**src/rtl/alu_cmd_sequencer.sv**
```systemverilog
// Command sequencer for a downstream combinational ALU: drives operands, waits
// SETTLE cycles, captures the result and hands it off, optionally sweeping every opcode.
module alu_cmd_sequencer #(
  parameter int WIDTH  = 4,
  parameter int SETTLE = 1
) (
  input  logic             clk,
  input  logic             rst,
  input  logic             cmd_valid,
  output logic             cmd_ready,
  input  logic [WIDTH-1:0] cmd_a,
  input  logic [WIDTH-1:0] cmd_b,
  input  logic [WIDTH-1:0] cmd_s,
  input  logic             cmd_sweep,
  output logic [WIDTH-1:0] alu_a,
  output logic [WIDTH-1:0] alu_b,
  output logic [WIDTH-1:0] alu_s,
  input  logic [WIDTH-1:0] alu_y,
  output logic             res_valid,
  input  logic             res_ready,
  output logic [WIDTH-1:0] res_y,
  output logic [WIDTH-1:0] res_s,
  output logic             busy,
  output logic             done,
  output logic [7:0]       res_cnt
);

  localparam logic [1:0] S_IDLE  = 2'd0;
  localparam logic [1:0] S_DRIVE = 2'd1;
  localparam logic [1:0] S_OUT   = 2'd2;

  localparam logic [WIDTH-1:0] OP_LAST     = '1;
  localparam logic [WIDTH-1:0] OP_STEP     = {{(WIDTH-1){1'b0}}, 1'b1};
  localparam logic [3:0]       SETTLE_LAST = 4'(SETTLE - 1);

  logic [1:0]       state_q, state_d;
  logic [3:0]       settle_q, settle_d;
  logic             sweep_q, sweep_d;
  logic [WIDTH-1:0] alu_a_q, alu_a_d;
  logic [WIDTH-1:0] alu_b_q, alu_b_d;
  logic [WIDTH-1:0] alu_s_q, alu_s_d;
  logic             res_valid_q, res_valid_d;
  logic [WIDTH-1:0] res_y_q, res_y_d;
  logic [WIDTH-1:0] res_s_q, res_s_d;
  logic             done_q, done_d;
  logic [7:0]       res_cnt_q, res_cnt_d;
  logic             last_result;

  // cmd_ready is held low during reset even though the state already reads IDLE
  assign cmd_ready   = (state_q == S_IDLE) && !rst;
  assign busy        = (state_q != S_IDLE);
  assign last_result = !sweep_q || (alu_s_q == OP_LAST);

  always_comb begin
    state_d     = state_q;
    settle_d    = settle_q;
    sweep_d     = sweep_q;
    alu_a_d     = alu_a_q;
    alu_b_d     = alu_b_q;
    alu_s_d     = alu_s_q;
    res_valid_d = res_valid_q;
    res_y_d     = res_y_q;
    res_s_d     = res_s_q;
    res_cnt_d   = res_cnt_q;
    done_d      = 1'b0;

    case (state_q)
      S_IDLE: begin
        if (cmd_valid && cmd_ready) begin
          alu_a_d  = cmd_a;
          alu_b_d  = cmd_b;
          alu_s_d  = cmd_sweep ? '0 : cmd_s;
          sweep_d  = cmd_sweep;
          settle_d = 4'd0;
          state_d  = S_DRIVE;
        end
      end

      S_DRIVE: begin
        if (settle_q == SETTLE_LAST) begin
          res_y_d     = alu_y;
          res_s_d     = alu_s_q;
          res_valid_d = 1'b1;
          state_d     = S_OUT;
        end else begin
          settle_d = settle_q + 4'd1;
        end
      end

      S_OUT: begin
        if (res_ready) begin
          res_valid_d = 1'b0;
          res_cnt_d   = res_cnt_q + 8'd1;
          // The sweep ends on the terminal opcode compare rather than on a wrap
          if (last_result) begin
            done_d  = 1'b1;
            state_d = S_IDLE;
          end else begin
            alu_s_d  = alu_s_q + OP_STEP;
            settle_d = 4'd0;
            state_d  = S_DRIVE;
          end
        end
      end

      default: begin
        state_d = S_IDLE;
      end
    endcase
  end

  always_ff @(posedge clk or posedge rst) begin
    if (rst) begin
      state_q     <= S_IDLE;
      settle_q    <= 4'd0;
      sweep_q     <= 1'b0;
      alu_a_q     <= '0;
      alu_b_q     <= '0;
      alu_s_q     <= '0;
      res_valid_q <= 1'b0;
      res_y_q     <= '0;
      res_s_q     <= '0;
      done_q      <= 1'b0;
      res_cnt_q   <= 8'd0;
    end else begin
      state_q     <= state_d;
      settle_q    <= settle_d;
      sweep_q     <= sweep_d;
      alu_a_q     <= alu_a_d;
      alu_b_q     <= alu_b_d;
      alu_s_q     <= alu_s_d;
      res_valid_q <= res_valid_d;
      res_y_q     <= res_y_d;
      res_s_q     <= res_s_d;
      done_q      <= done_d;
      res_cnt_q   <= res_cnt_d;
    end
  end

  assign alu_a     = alu_a_q;
  assign alu_b     = alu_b_q;
  assign alu_s     = alu_s_q;
  assign res_valid = res_valid_q;
  assign res_y     = res_y_q;
  assign res_s     = res_s_q;
  assign done      = done_q;
  assign res_cnt   = res_cnt_q;

endmodule

```
**config.mk**
```make
export PLATFORM = sky130hd
export DESIGN_NAME = alu_cmd_sequencer
export DESIGN_NICKNAME = d
export VERILOG_FILES = /design/src/rtl/alu_cmd_sequencer.sv
export SDC_FILE = /design/constraint.sdc
export NUM_CORES = 1
export LEC_CHECK = 0
export ABC_CLOCK_PERIOD_IN_PS = 2160
export CAP_MARGIN = 25
export CELL_PAD_IN_SITES_DETAIL_PLACEMENT = 2
export CELL_PAD_IN_SITES_GLOBAL_PLACEMENT = 2
export CORE_AREA = 2 2 61 107
export DETAILED_ROUTE_END_ITERATION = 16
export DIE_AREA = 0 0 63 109
export PLACE_DENSITY_LB_ADDON = 0.3
export REMOVE_ABC_BUFFERS = 1
export SYNTH_ARGS = -nofsm -noshare
export SYNTH_HDL_FRONTEND = slang
export SYNTH_SLANG_ARGS = --single-unit
```
**constraint.sdc**
```tcl
create_clock -name clk -period 2.16 [get_ports clk]
set_input_delay 0.648 -clock clk [delete_from_list [all_inputs] [get_ports clk]]
set_output_delay 0.648 -clock clk [all_outputs]
set_load 0.01 [all_outputs]
```
Yosys cells after proc, flatten, opt, wreduce, memory -nomap -nowiden
Cells that the tools add are included.
Word-level totals
  output and inout port bits: 32
  logic and storage cells: 61
  flip-flop bits (word level): 37
  bits of input ports: 21
  memory bits (read-only): 0
  RAM bits: 0
  memories kept: 0
  latch bits: 0
Cells by class
  divide/modulo/power cells: 0
  equality and inequality tests: 8
  shifts and indexed selects: 0
  bitwise operators: 0
  $add $sub $neg: 3
  $lt $le $gt $ge: 0
  reduce and logical (&&, ||, !) cells: 18
  $mul: 0
  mux-type cells: 21
Operators by type and width (count)
  two-way mux 4 bit: 8
  one-hot mux 4 bit (3 select lines): 1
  adder 4 x 1 -> 4 bit, second input constant: 2
  adder 8 x 1 -> 8 bit, second input constant: 1
  != test 2 bit, second input constant: 4
  one-hot mux 4 bit (2 select lines): 1
  two-way mux 1 bit: 6
  two-way mux 2 bit: 3
  one-hot mux 2 bit (3 select lines): 1
  AND reduction 2 bit: 3
  AND reduction 3 bit: 2
  nonzero test 2 bit: 3
  AND reduction 5 bit: 1
  == test 4 bit, second input constant: 1
  logical NOT 4 bit: 1
  AND reduction 4 bit: 1
  nonzero test 3 bit: 1
  == test 2 x 1 -> 1 bit, second input constant: 1
  == test 2 bit, second input constant: 1
  logical AND 1 bit: 2
  logical NOT 1 bit: 2
  logical NOT 2 bit: 1
  != test 2 x 1 -> 1 bit, second input constant: 1
  one-hot mux 1 bit (2 select lines): 1
  logical OR 1 bit: 1

Longest topological paths before layout
Gate-level depths: netlist of the first run.
  word-level depth: 5
  mapped depth: 6
  depth with buffers taken out: 5

Worst setup path before layout of the first run
No wires, ideal clock.
  path type: flip-flop to output port
  start: reg state_q[1]
  end: out cmd_ready
  data arrival time: 997 ps
  cell stages (with the launch flop): 4
  required time: 1512 ps
  buffers on the path: 1
  path slack: 515 ps
  path through: dfrtp_1 > buf_2 > or2_2 > nor2_1
On the way
  cells in the longest elaborated chain, start to end: 2
RTL lines
  start, declared: RTL line 36  | logic [1:0] state_q, state_d;
  start signal, assigned: RTL line 126  | state_q <= state_d;
  logical NOT 2 bit: RTL line 50  | assign cmd_ready = (state_q == S_IDLE) && !rst;
  logical AND 1 bit: RTL line 50
  end, declared: RTL line 10  | output logic cmd_ready,
Every way passes these cells.

Final worst setup path of the first run
  start: in rst
  end: out cmd_ready
On the way
  cells in the longest elaborated chain, start to end: 2
RTL lines
  start, declared: RTL line 8  | input logic rst,
  logical NOT 1 bit (no line)
  logical AND 1 bit: RTL line 50
Every way passes these cells.

==> summary.md, run 1 <==
The run finished with clean final reports. The number of vias after detailed routing is 1,312, and the shortest period the worst path allows is 2120 ps. The adder and majority cell fraction of the synthesized area was 0.0295.

The x dimension of the die came out at 63 um. Traced cell by cell, the critical path runs through clkdlybuf4s50_1, nor2_1, clkdlybuf4s15_1. The first detailed-routing pass ran for 3 iterations. The endpoint identified for the worst register-to-register timing path is alu_s[0].

The worst slew margin relative to its limit is 0.784. For the gate count of the mapped netlist, the log shows 135. STA classifies the critical path endpoint as a primary output.

Setup violations remaining at the end of the flow were counted as 0. The mapped netlist covers 1700 um2. VDD sags by at most 661 uV. In this run the core area contains 38 standard-cell rows. The switching share of power was 0.335; the placeable core area was 6040 um2. The first global-routing pass estimated 7.73 mm of wire. The per-cell routed wire length was 16.3 um; the count of H-tree levels built during CTS was 2.

Of all nets on the critical path, the largest fanout is 2. The worst-margin pin slew was 323 ps. The tools report the max capacitance violation total as 0.

TritonCTS built the clock tree. Detailed placement finished with a half-perimeter wire length of 3.56 mm. Clock-pin slew was measured on the worst setup and hold paths at 70 ps. At the worst endpoint, the arrival time is 1470 ps.

Element type at the critical path start: an input pin. For the pin count of the biggest net entering global routing, the log shows 36. The run gives 0 as the total DRC errors in the routed layout. For the critical path data required time, the log shows 1510 ps. The count of endpoints failing hold in the final timing report was 0; the average size of a mapped cell was 12.6 um2. The final weighted congestion in routability-driven placement is 0.732, and the highest cell delay on the worst timing path is 430 ps. In this run, distinct cell masters in the synthesized netlist total 40.

The multiplexer share of the synthesized area works out to 0.127. For the clock buffer count from CTS, the log shows 5. The slowest stage of the critical path belongs to the cell sky130_fd_sc_hd__clkdlybuf4s50_1. Measured in cells, the most critical reg-to-reg path has a length of 5.

The global-route usage over all layers was 0.150. The root buffer cell chosen for the clock tree is sky130_fd_sc_hd__clkbuf_8. The die height works out to 109 um. The synthesized design contains 0 enable-type register cells. The register bit count reported by yosys is 37. The die covers 6870 um2.

The tools report the number of global-route vias before repair as 1,528. For this run, the number of Yosys warnings is 0. Startpoint of the most critical hold path: res_cnt[7].

By area, the combinational part of the netlist is dominated by simple AND/OR/NAND/NOR gates. 53 I/O pins were placed. For hold timing, the worst endpoint is res_cnt[7]. The prevailing post-synth register cell is sky130_fd_sc_hd__dfrtp_1. The number of DRC markers after the initial detailed-route iteration is 30. Share of the synthesized netlist area taken by xor and xnor gates: 0.0362. The run gives 0.281 as the starting density of the core. Compound-gate portion of the synthesized area: 0.0849. The residual antenna-violating net count after detailed routing was 0; the post-CTS repair timing setup buffer count was 0. Using the TritonRoute via totals, the vias-per-cell ratio works out to 4.72.

For this run, the post-layout net count is 222. The later pin in the worst-skew pair is clocked with a latency of 290 ps. The setup path with the least slack is of type in2out.

Clock skew on the completed layout was measured at 7.15 ps. The placed instances occupy a cell area of 2360 um2. The run gives 0.412 as the core occupancy in the finished layout. The final design instance area without fill was 2480 um2; the proportion of layout cells with a drive suffix above 1 was 0.197. The path type of the worst min-delay path is reg2reg. For this block, the routed nets add up to 4.52 mm of wire. The fraction of the cycle the final worst path needs was 0.979. Setup repair after global routing left no endpoint under its margin. In this run the deepest clock path goes through 2 buffers.

The logs give 0.188 for the share of total power in the clock network and 0.446 for the share of power burned in combinational logic. For this design, the sink count on the clock tree is 37. In this run the power spent charging and discharging nets is 1120 uW. Internal power comes to 2220 uW. The number of input and output port buffers inserted is 52. The number of cells traversed by the worst hold path works out to 1. In this run the power density over the cells is 1340 nW/um2. The share of synthesized registers carrying an async set or reset was 1.00; the diode insertion count for antenna repair was 0. Summed over all cells, the static leakage comes to 0.00108 uW. The part of the power in registers was 0.366; the highest clock rate was 473 MHz. The total overflow left after global routing is 0. The simple-gate share of the synthesized area was 0.149. The sequential cell area fraction in the yosys report was 0.546. The tools report the worst flop-to-flop path startpoint as alu_s[0]. Relative to the synthesized area, the layout overhead comes to 46.6%. The run gives 0 as the count of pins over their slew limit. The number of antenna violations at the first check in global routing was 0. Buffers inserted to repair hold after CTS numbered 0.

The internal reg-to-reg setup slack is 500 ps.
==> final cells by class <==
| class | instances | area (um2) |
|---|---|---|
| Clock inverter | 2 | 37.5 |
| Fill cell | 656 | 3550 |
| Tap cell | 80 | 100 |
| Multi-Input combinational cell | 89 | 723 |
| Timing Repair Buffer | 58 | 593 |
| Inverter | 6 | 22.5 |
| Sequential cell | 37 | 926 |
| Clock buffer | 6 | 82.6 |
==> power by group through the flow <==
| stage | Sequential, uW | Clock [uW] | Combinational, uW |
|---|---|---|---|
| 4_1_cts | 1230 | 644 | 1520 |
| 3_5_place_dp | 1240 | 0 | 1520 |
| 5_1_grt | 1270 | 672 | 1620 |
| 3_3_place_gp | 1220 | 0 | 1450 |
| 2_1_floorplan | 1310 | 0 | 648 |
| 6_report | 1220 | 626 | 1480 |
==> cell usage in the layout (no fill, tap or decap), types with 2 or more instances in the layout <==
cell,synthesis,routed
sky130_fd_sc_hd__nand3_1,7,7
sky130_fd_sc_hd__a31oi_1,2,2
sky130_fd_sc_hd__clkbuf_8,0,6
sky130_fd_sc_hd__nand2_1,12,12
sky130_fd_sc_hd__o21ai_0,4,4
sky130_fd_sc_hd__buf_4,1,4
sky130_fd_sc_hd__buf_12,0,2
sky130_fd_sc_hd__a21oi_1,6,6
sky130_fd_sc_hd__mux2i_1,2,2
sky130_fd_sc_hd__mux2_4,4,4
sky130_fd_sc_hd__xor2_1,2,2
sky130_fd_sc_hd__mux2_2,12,12
sky130_fd_sc_hd__nor3_2,2,2
sky130_fd_sc_hd__nor2_1,5,5
sky130_fd_sc_hd__xnor2_1,5,5
sky130_fd_sc_hd__dfrtp_1,37,37
sky130_fd_sc_hd__clkdlybuf4s50_1,0,50
sky130_fd_sc_hd__inv_1,6,6
sky130_fd_sc_hd__ha_1,4,4
==> how the worst max path moves through the flow <==
stage / from / to / slack (ps) / cells after the start
floorplan: rst / alu_s[0] / 460 / 3
global placement: rst / cmd_ready / -200 / 3
detailed placement: rst / cmd_ready / -270 / 3
CTS: rst / cmd_ready / 4 / 3
global route: rst / cmd_ready / 6 / 3
finish: rst / cmd_ready / 40 / 3
==> flip-flops by register name, summed over array words and instances (netlist names) <==
| register | count |
|---|---|
| done | 1 |
| sweep_q | 1 |
| alu_a | 4 |
| res_valid | 1 |
| alu_s | 4 |
| alu_b | 4 |
| res_s | 4 |
| res_cnt | 8 |
| settle_q | 4 |
| res_y | 4 |
| state_q | 2 |
==> through the flow <==
stage                     TNS, ps  setup slack (ps)  cells  total power (uW)  hold WS [ps]
after global routing            0              6.36    278              3570           507
after CTS                       0              4.01    278              3400           485
after detailed placement     -627              -274    270              2760           471
after global placement       -203              -200    270              2670           467
after floorplan                 0               456    132              1960           472
final                           0              44.7    278              3330           479
==> layer usage <==
layer	vias up	part of all wire	wire, um	track usage
li1	596	-	-	-
met1	675	0.33	1470	0.134
met5	-	0	0	0
met2	33	0.61	2780	0.309
met4	0	0.019	87	0.0619
met3	8	0.040	180	0.0351
==> synth_stat cells, types with 2 or more instances <==
| cell type | instances | share of area |
|---|---|---|
| sky130_fd_sc_hd__nor2_1 | 5 | 0.011 |
| sky130_fd_sc_hd__a21oi_1 | 6 | 0.018 |
| sky130_fd_sc_hd__nand3_1 | 7 | 0.021 |
| sky130_fd_sc_hd__ha_1 | 4 | 0.030 |
| sky130_fd_sc_hd__nor3_2 | 2 | 0.012 |
| sky130_fd_sc_hd__dfrtp_1 | 37 | 0.55 |
| sky130_fd_sc_hd__mux2_2 | 12 | 0.080 |
| sky130_fd_sc_hd__a31oi_1 | 2 | 0.0074 |
| sky130_fd_sc_hd__xor2_1 | 2 | 0.010 |
| sky130_fd_sc_hd__inv_1 | 6 | 0.013 |
| sky130_fd_sc_hd__nand2_1 | 12 | 0.027 |
| sky130_fd_sc_hd__mux2_4 | 4 | 0.035 |
| sky130_fd_sc_hd__mux2i_1 | 2 | 0.012 |
| sky130_fd_sc_hd__xnor2_1 | 5 | 0.026 |
| sky130_fd_sc_hd__o21ai_0 | 4 | 0.012 |
==> critical path: cells and delay by family <==
family | cells | cell delay [ps]
buffers and inverters | 2 | 690
AND/OR/NAND/NOR | 1 | 130
==> cell families after synthesis <==
| logic type | after synthesis |
|---|---|
| compound gates | 20 |
| xor+xnor | 7 |
| fa+ha+maj | 4 |
| buf+inv | 9 |
| flops | 37 |
| mux | 18 |
| simple gates | 40 |
==> timing repair <==
item	4_1_cts	5_1_grt
resized for setup	1	2
setup endpoints to repair	1	2
pin swaps	0	0
No activity file was read; power rests on OpenSTA's default activity.
==> run 2: changes to the inputs <==
==> constraint.sdc (replaced) <==
create_clock -name clk -period 2.16 [get_ports clk]
set_input_delay 0.432 -clock clk [delete_from_list [all_inputs] [get_ports clk]]
set_output_delay 0.432 -clock clk [all_outputs]
set_load 0.01 [all_outputs]
==> run 2 against run 1 <==
  * Non-clock buffer count is the same
  * Die area did not move
  * Design area is 1.5% lower
  * Critical path depth unchanged
  * Global-route usage up 0.25 points
  * Combinational power barely moved
  * Flip-flop and latch count unchanged
  * Wire length increased by 4.0%
  * Total power decreased by 0.43%
  * Largest cell class unchanged
==> summary.md, run 2 (synthesis results as in run 1) <==
The run finished with clean final reports. The logs give 640 (-2.4%) for the number of filler instances in the final layout and 222 (unchanged) for the number of nets in the layout. The total of hold buffers inserted after clock tree synthesis is 0 (unchanged). The run gives 520 uV (-21%) as the peak supply drop.

The highest cell delay on the worst timing path is 540 ps (+110 ps). The clock network latency to the later pin of the worst-skew pair was 290 ps (about the same). The tightest min-delay check is of the in2async type. The logs give 36 (unchanged) for the pin count of the biggest net entering global routing and 4.70 mm (+4.0%) for the wire length after detailed routing. Among all stages on the critical path, the largest delay is contributed by sky130_fd_sc_hd__clkdlybuf4s50_1. The library cell used most frequently in the layout, excluding fill and tap cells, is sky130_fd_sc_hd__clkdlybuf4s50_1. The placeable core area was 6040 um2 (unchanged). The startpoint identified for the worst register-to-register timing path is alu_s[0]. The tree is rooted in a sky130_fd_sc_hd__clkbuf_8. The top cell types in the final layout, fill and taps aside, are sky130_fd_sc_hd__clkdlybuf4s50_1 (52), sky130_fd_sc_hd__dfrtp_1 (37), sky130_fd_sc_hd__nand2_1 (12), sky130_fd_sc_hd__mux2_2 (12), sky130_fd_sc_hd__nand3_1 (7). The die height is 109 um (unchanged), and the residual antenna-violating net count after detailed routing is 0 (unchanged). The internal reg-to-reg setup slack was 440 ps (-60 ps). The path depth of the worst reg2reg path is 5 (unchanged). STA classifies the critical path endpoint as a primary output. TritonCTS built the clock tree. The starting density of the core is 0.281 (unchanged), and the per-cell routed wire length is 16.9 um (+4.0%). The number of DRC markers after the initial detailed-route iteration was 26 (-13%); the number of vias after detailed routing was 1,292 (-1.5%). Number of antenna violations at the first check in global routing: 0 (unchanged). Setup repair after global routing left no endpoint under its margin. Sum of overflow across all layers after global routing: 0 (unchanged). The signal on the critical path passes through or2_2, nor2_1, clkdlybuf4s50_1. The tools report the max capacitance violation total as 0 (unchanged). The top cell family by delay on the critical path is buffers and inverters. The largest fanout on the critical path came out at 2 (unchanged). The number of primary I/O pins was 53 (unchanged); the x dimension of the die was 63 um (unchanged). The number of input and output port buffers inserted was 52 (unchanged); the number of clock sinks was 37 (unchanged).

The clock transition at the registers of the reported paths was 70 ps (about the same). The post-CTS resize count was 0 (-1). The tools report the highest clock rate as 485 MHz (+2.6%).

The area growth from synthesis to layout is 44.4%. The arrival time of the worst setup path was 1630 ps (+160 ps); the first-pass iteration count of the detailed router was 4 (+1). The count of H-tree levels built during CTS is 2 (unchanged). The logs give 0.697 (-0.0866) for the worst slew margin relative to its limit and 0 ps (unchanged) for the total negative setup slack. The proportion of layout cells with a drive suffix above 1 is 0.192 (-0.00505), and the worst clock skew is 6.01 ps (-1.14 ps). The mean number of vias per cell is 4.65 (-1.5%). The flip-flop count of the largest register, all copies and words added came out at 8 (unchanged).

The tools report the total DRC errors in the routed layout as 0 (unchanged). STA classifies the critical path startpoint as a register. The run gives 0 (unchanged) as the final-report setup violation count. The worst path buffer plus inverter count is 1 (-1), and the fraction of the cycle the final worst path needs is 0.954 (-0.0249). The detailed-placement wirelength estimate is 3.73 mm (+4.8%). The count of endpoints failing hold in the final timing report is 0 (unchanged), and the global-route wire length before repair is 7.89 mm (+2.0%). The power density over the cells came out at 1350 nW/um2 (+1.0%). The final weighted congestion in routability-driven placement was 0.693 (-5.3%); the leakage power figure was 0.00106 uW (-1.8%).

The post-CTS repair timing setup buffer count was 0 (unchanged). The logs give 6870 um2 (unchanged) for the die outline area and 0 (unchanged) for the count of pins over their slew limit. For the critical path data required time, the log shows 1730 ps (+220 ps). The run gives 5 (unchanged) as the clock buffer count from CTS. The endpoint of the lowest-slack register-to-register path was alu_s[0].

The maximum number of buffers from clock root to sink was 2 (unchanged). The minimum hold slack is 479 ps (-0.413 ps), and the global-route usage over all layers is 0.152 (+0.00246). The number of standard-cell rows in the floorplan was 38 (unchanged); the shortest period the worst path allows was 2060 ps (-53.9 ps). The worst-margin pin slew came out at 454 ps (+131 ps). The startpoint-to-endpoint class of the critical path was reg2out. The number of global-route vias before repair is 1,560 (+2.1%).

The diode insertion count for antenna repair is 0 (unchanged).
==> run 2: tightest hold or removal path: stages <==
cell and delay (ps):
sky130_fd_sc_hd__clkdlybuf4s50_1 420, sky130_fd_sc_hd__buf_4 160, sky130_fd_sc_hd__inv_1 100
==> run 2: metal layers <==
metal  up-vias  wire (um)  part of all wire  track usage
met5         -          0                 0            0
met4         0         61             0.013       0.0571
met3         5        160             0.034       0.0299
met2        33       2990              0.64        0.328
li1        594          -                 -            -
met1       660       1480              0.32        0.131
==> run 2: area by class of cell <==
type | instances | area [um2] | share of cell area
Clock buffer | 6 | 72.6 | 0.0296
Clock inverter | 2 | 38.8 | 0.0158
Inverter | 6 | 22.5 | 0.00920
Multi-Input combinational cell | 89 | 723 | 0.295
Sequential cell | 37 | 926 | 0.378
Tap cell | 80 | 100 | 0.0409
Timing Repair Buffer | 58 | 566 | 0.231
==> run 2: where the power goes <==
group / switching (uW) / leakage, uW / total (uW) / internal, uW
combinational: 632 / 0.000539 / 1490 / 856
sequential: 248 / 0.000464 / 1230 / 979
clock: 255 / 0.0000554 / 602 / 347
total: 1130 / 0.00106 / 3320 / 2180
==> run 2: stage by stage <==
stage / area, um2 / total power [uW] / worst slack [ps] / util / cells
finish: 2450 / 3320 / 98.6 / 0.406 / 278
global route: 2450 / 3560 / 12.0 / 0.406 / 278
CTS: 2450 / 3400 / 70.0 / 0.406 / 278
detailed placement: 2340 / 2770 / 126 / 0.387 / 270
global placement: 2340 / 2660 / 197 / 0.387 / 270
floorplan: 1670 / 1960 / 576 / - / 132
==> run 2: worst max-delay path by stage <==
| stage | from | to | slack, ps | cells past startpoint |
|---|---|---|---|---|
| final | state_q[0] | cmd_ready | 100 | 3 |
| after detailed placement | rst | alu_s[0] | 130 | 7 |
| after floorplan | state_q[1] | alu_s[0] | 580 | 3 |
| after global routing | state_q[0] | cmd_ready | 10 | 3 |
| after global placement | rst | alu_s[0] | 200 | 6 |
| after CTS | state_q[0] | cmd_ready | 70 | 3 |
==> edit, RTL diff (settings of run 2) <==
Take the reset off `res_y_q` and `res_s_q` and load them in a clocked block of their own.
--- a/src/rtl/alu_cmd_sequencer.sv
+++ b/src/rtl/alu_cmd_sequencer.sv
@@ -119,6 +119,4 @@
       alu_s_q     <= '0;
       res_valid_q <= 1'b0;
-      res_y_q     <= '0;
-      res_s_q     <= '0;
       done_q      <= 1'b0;
       res_cnt_q   <= 8'd0;
@@ -131,9 +129,12 @@
       alu_s_q     <= alu_s_d;
       res_valid_q <= res_valid_d;
-      res_y_q     <= res_y_d;
-      res_s_q     <= res_s_d;
       done_q      <= done_d;
       res_cnt_q   <= res_cnt_d;
     end
+  end
+
+  always_ff @(posedge clk) begin
+    res_y_q <= res_y_d;
+    res_s_q <= res_s_d;
   end
 
Check against the original RTL: differs if rst is asserted again (counterexample within 4 cycles, from zero or initial values and one cycle with rst high); with rst held inactive, the same outputs for 10 cycles.
==> edit against run 2 <==
  * Routed wire length down 6.1%
  * Worst hold slack better by 0.013 ns
  * Area after synthesis down 3.3%
  * Die area unchanged
  * Power fell by 14%
  * Setup slack gained 0.10 ns
  * Critical path type unchanged
  * Design area is 3.3% lower
  * Sequential cell count unchanged
  * Critical path depth is 1 lower
  * Largest cell class unchanged
  * Utilization fell by 1.3 points
==> edit: results <==
{
  "num-fill-cells": 632,
  "synthArstFlopShare": 0.784,
  "dp_hpwl_um": 3440,
  "max_stage_delay_ns": 0.48,
  "whs_ns": 0.492,
  "gp_congestion": 0.713,
  "nets": 215,
  "drive_gt1_frac": 0.188,
  "leakagePower_nw": 0.982,
  "drt-pass1-iter-count": 2,
  "syn_area_per_cell_um2": 12.8,
  "dr_wl_met2_um": 2510,
  "synth_adder_area_share": 0.0305,
  "synth_compound_area_frac": 0.0916,
  "crit_start": "state_q[1]",
  "wirelength_met1_um": 1620,
  "reg2regPathDepth": 6,
  "vias": 1256,
  "synth-xor-area-share": 0.0374,
  "status": "completed",
  "grt_pass1_wl_um": 7280,
  "finalClockSkew_ns": 0.00659,
  "synthTopCellsByArea": "dfrtp_1 44%, edfxtp_1 15%, mux2_2 6.9%",
  "route.met3.wl_um": 174,
  "grt_usage": 0.140,
  "critPathMaxFanout": 6,
  "grt_pass1_vias": 1413,
  "ys_top_cells_by_count": "29 x dfrtp_1, 11 x nand2_1, 10 x mux2_2",
  "place_inst": 263,
  "post-place-ws_ns": 0.136,
  "met2_usage": 0.271,
  "r2r_setup_slack_ns": 0.36,
  "stdcell_count": 271,
  "min_period_over_period": 0.908,
  "synth_edf_count": 8,
  "routedWlPerCell_um": 16.3,
  "worstPathArrival_ns": 1.53,
  "yosysUniqueCellTypes": 39,
  "grt_max_degree": 30,
  "max_slew_margin": 0.741,
  "setup.worst_path.end": "busy",
  "ir_drop_uv": 378,
  "placed_area_mm2": 0.00227,
  "min_from": "res_cnt[7]",
  "clock_path_buffers": 2,
  "ys.flop_type": "dfrtp_1"
}
edit: cells by family after synthesis:
| logic type | count (synthesis) |
|---|---|
| xor+xnor | 7 |
| mux | 10 |
| compound gates | 18 |
| simple gates | 43 |
| buf+inv | 9 |
| fa+ha+maj | 4 |
| flops | 37 |
edit: layout make-up:
| class | instances | area, µm² | share of cell area |
|---|---|---|---|
| flip-flops and latches | 37 | 967 | 0.408 |
| multi-input cells | 82 | 621 | 0.262 |
| repair buffers | 58 | 568 | 0.240 |
| well taps | 80 | 100 | 0.0423 |
| clock buffers | 8 | 90.1 | 0.0380 |
| inverters | 6 | 22.5 | 0.00951 |
edit: power breakdown:
| group | total [mW] | leakage (nW) | switching [mW] | internal [mW] |
|---|---|---|---|---|
| clock | 0.493 | 0.0455 | 0.233 | 0.260 |
| combinational | 1.17 | 0.497 | 0.516 | 0.655 |
| sequential | 1.20 | 0.440 | 0.217 | 0.983 |
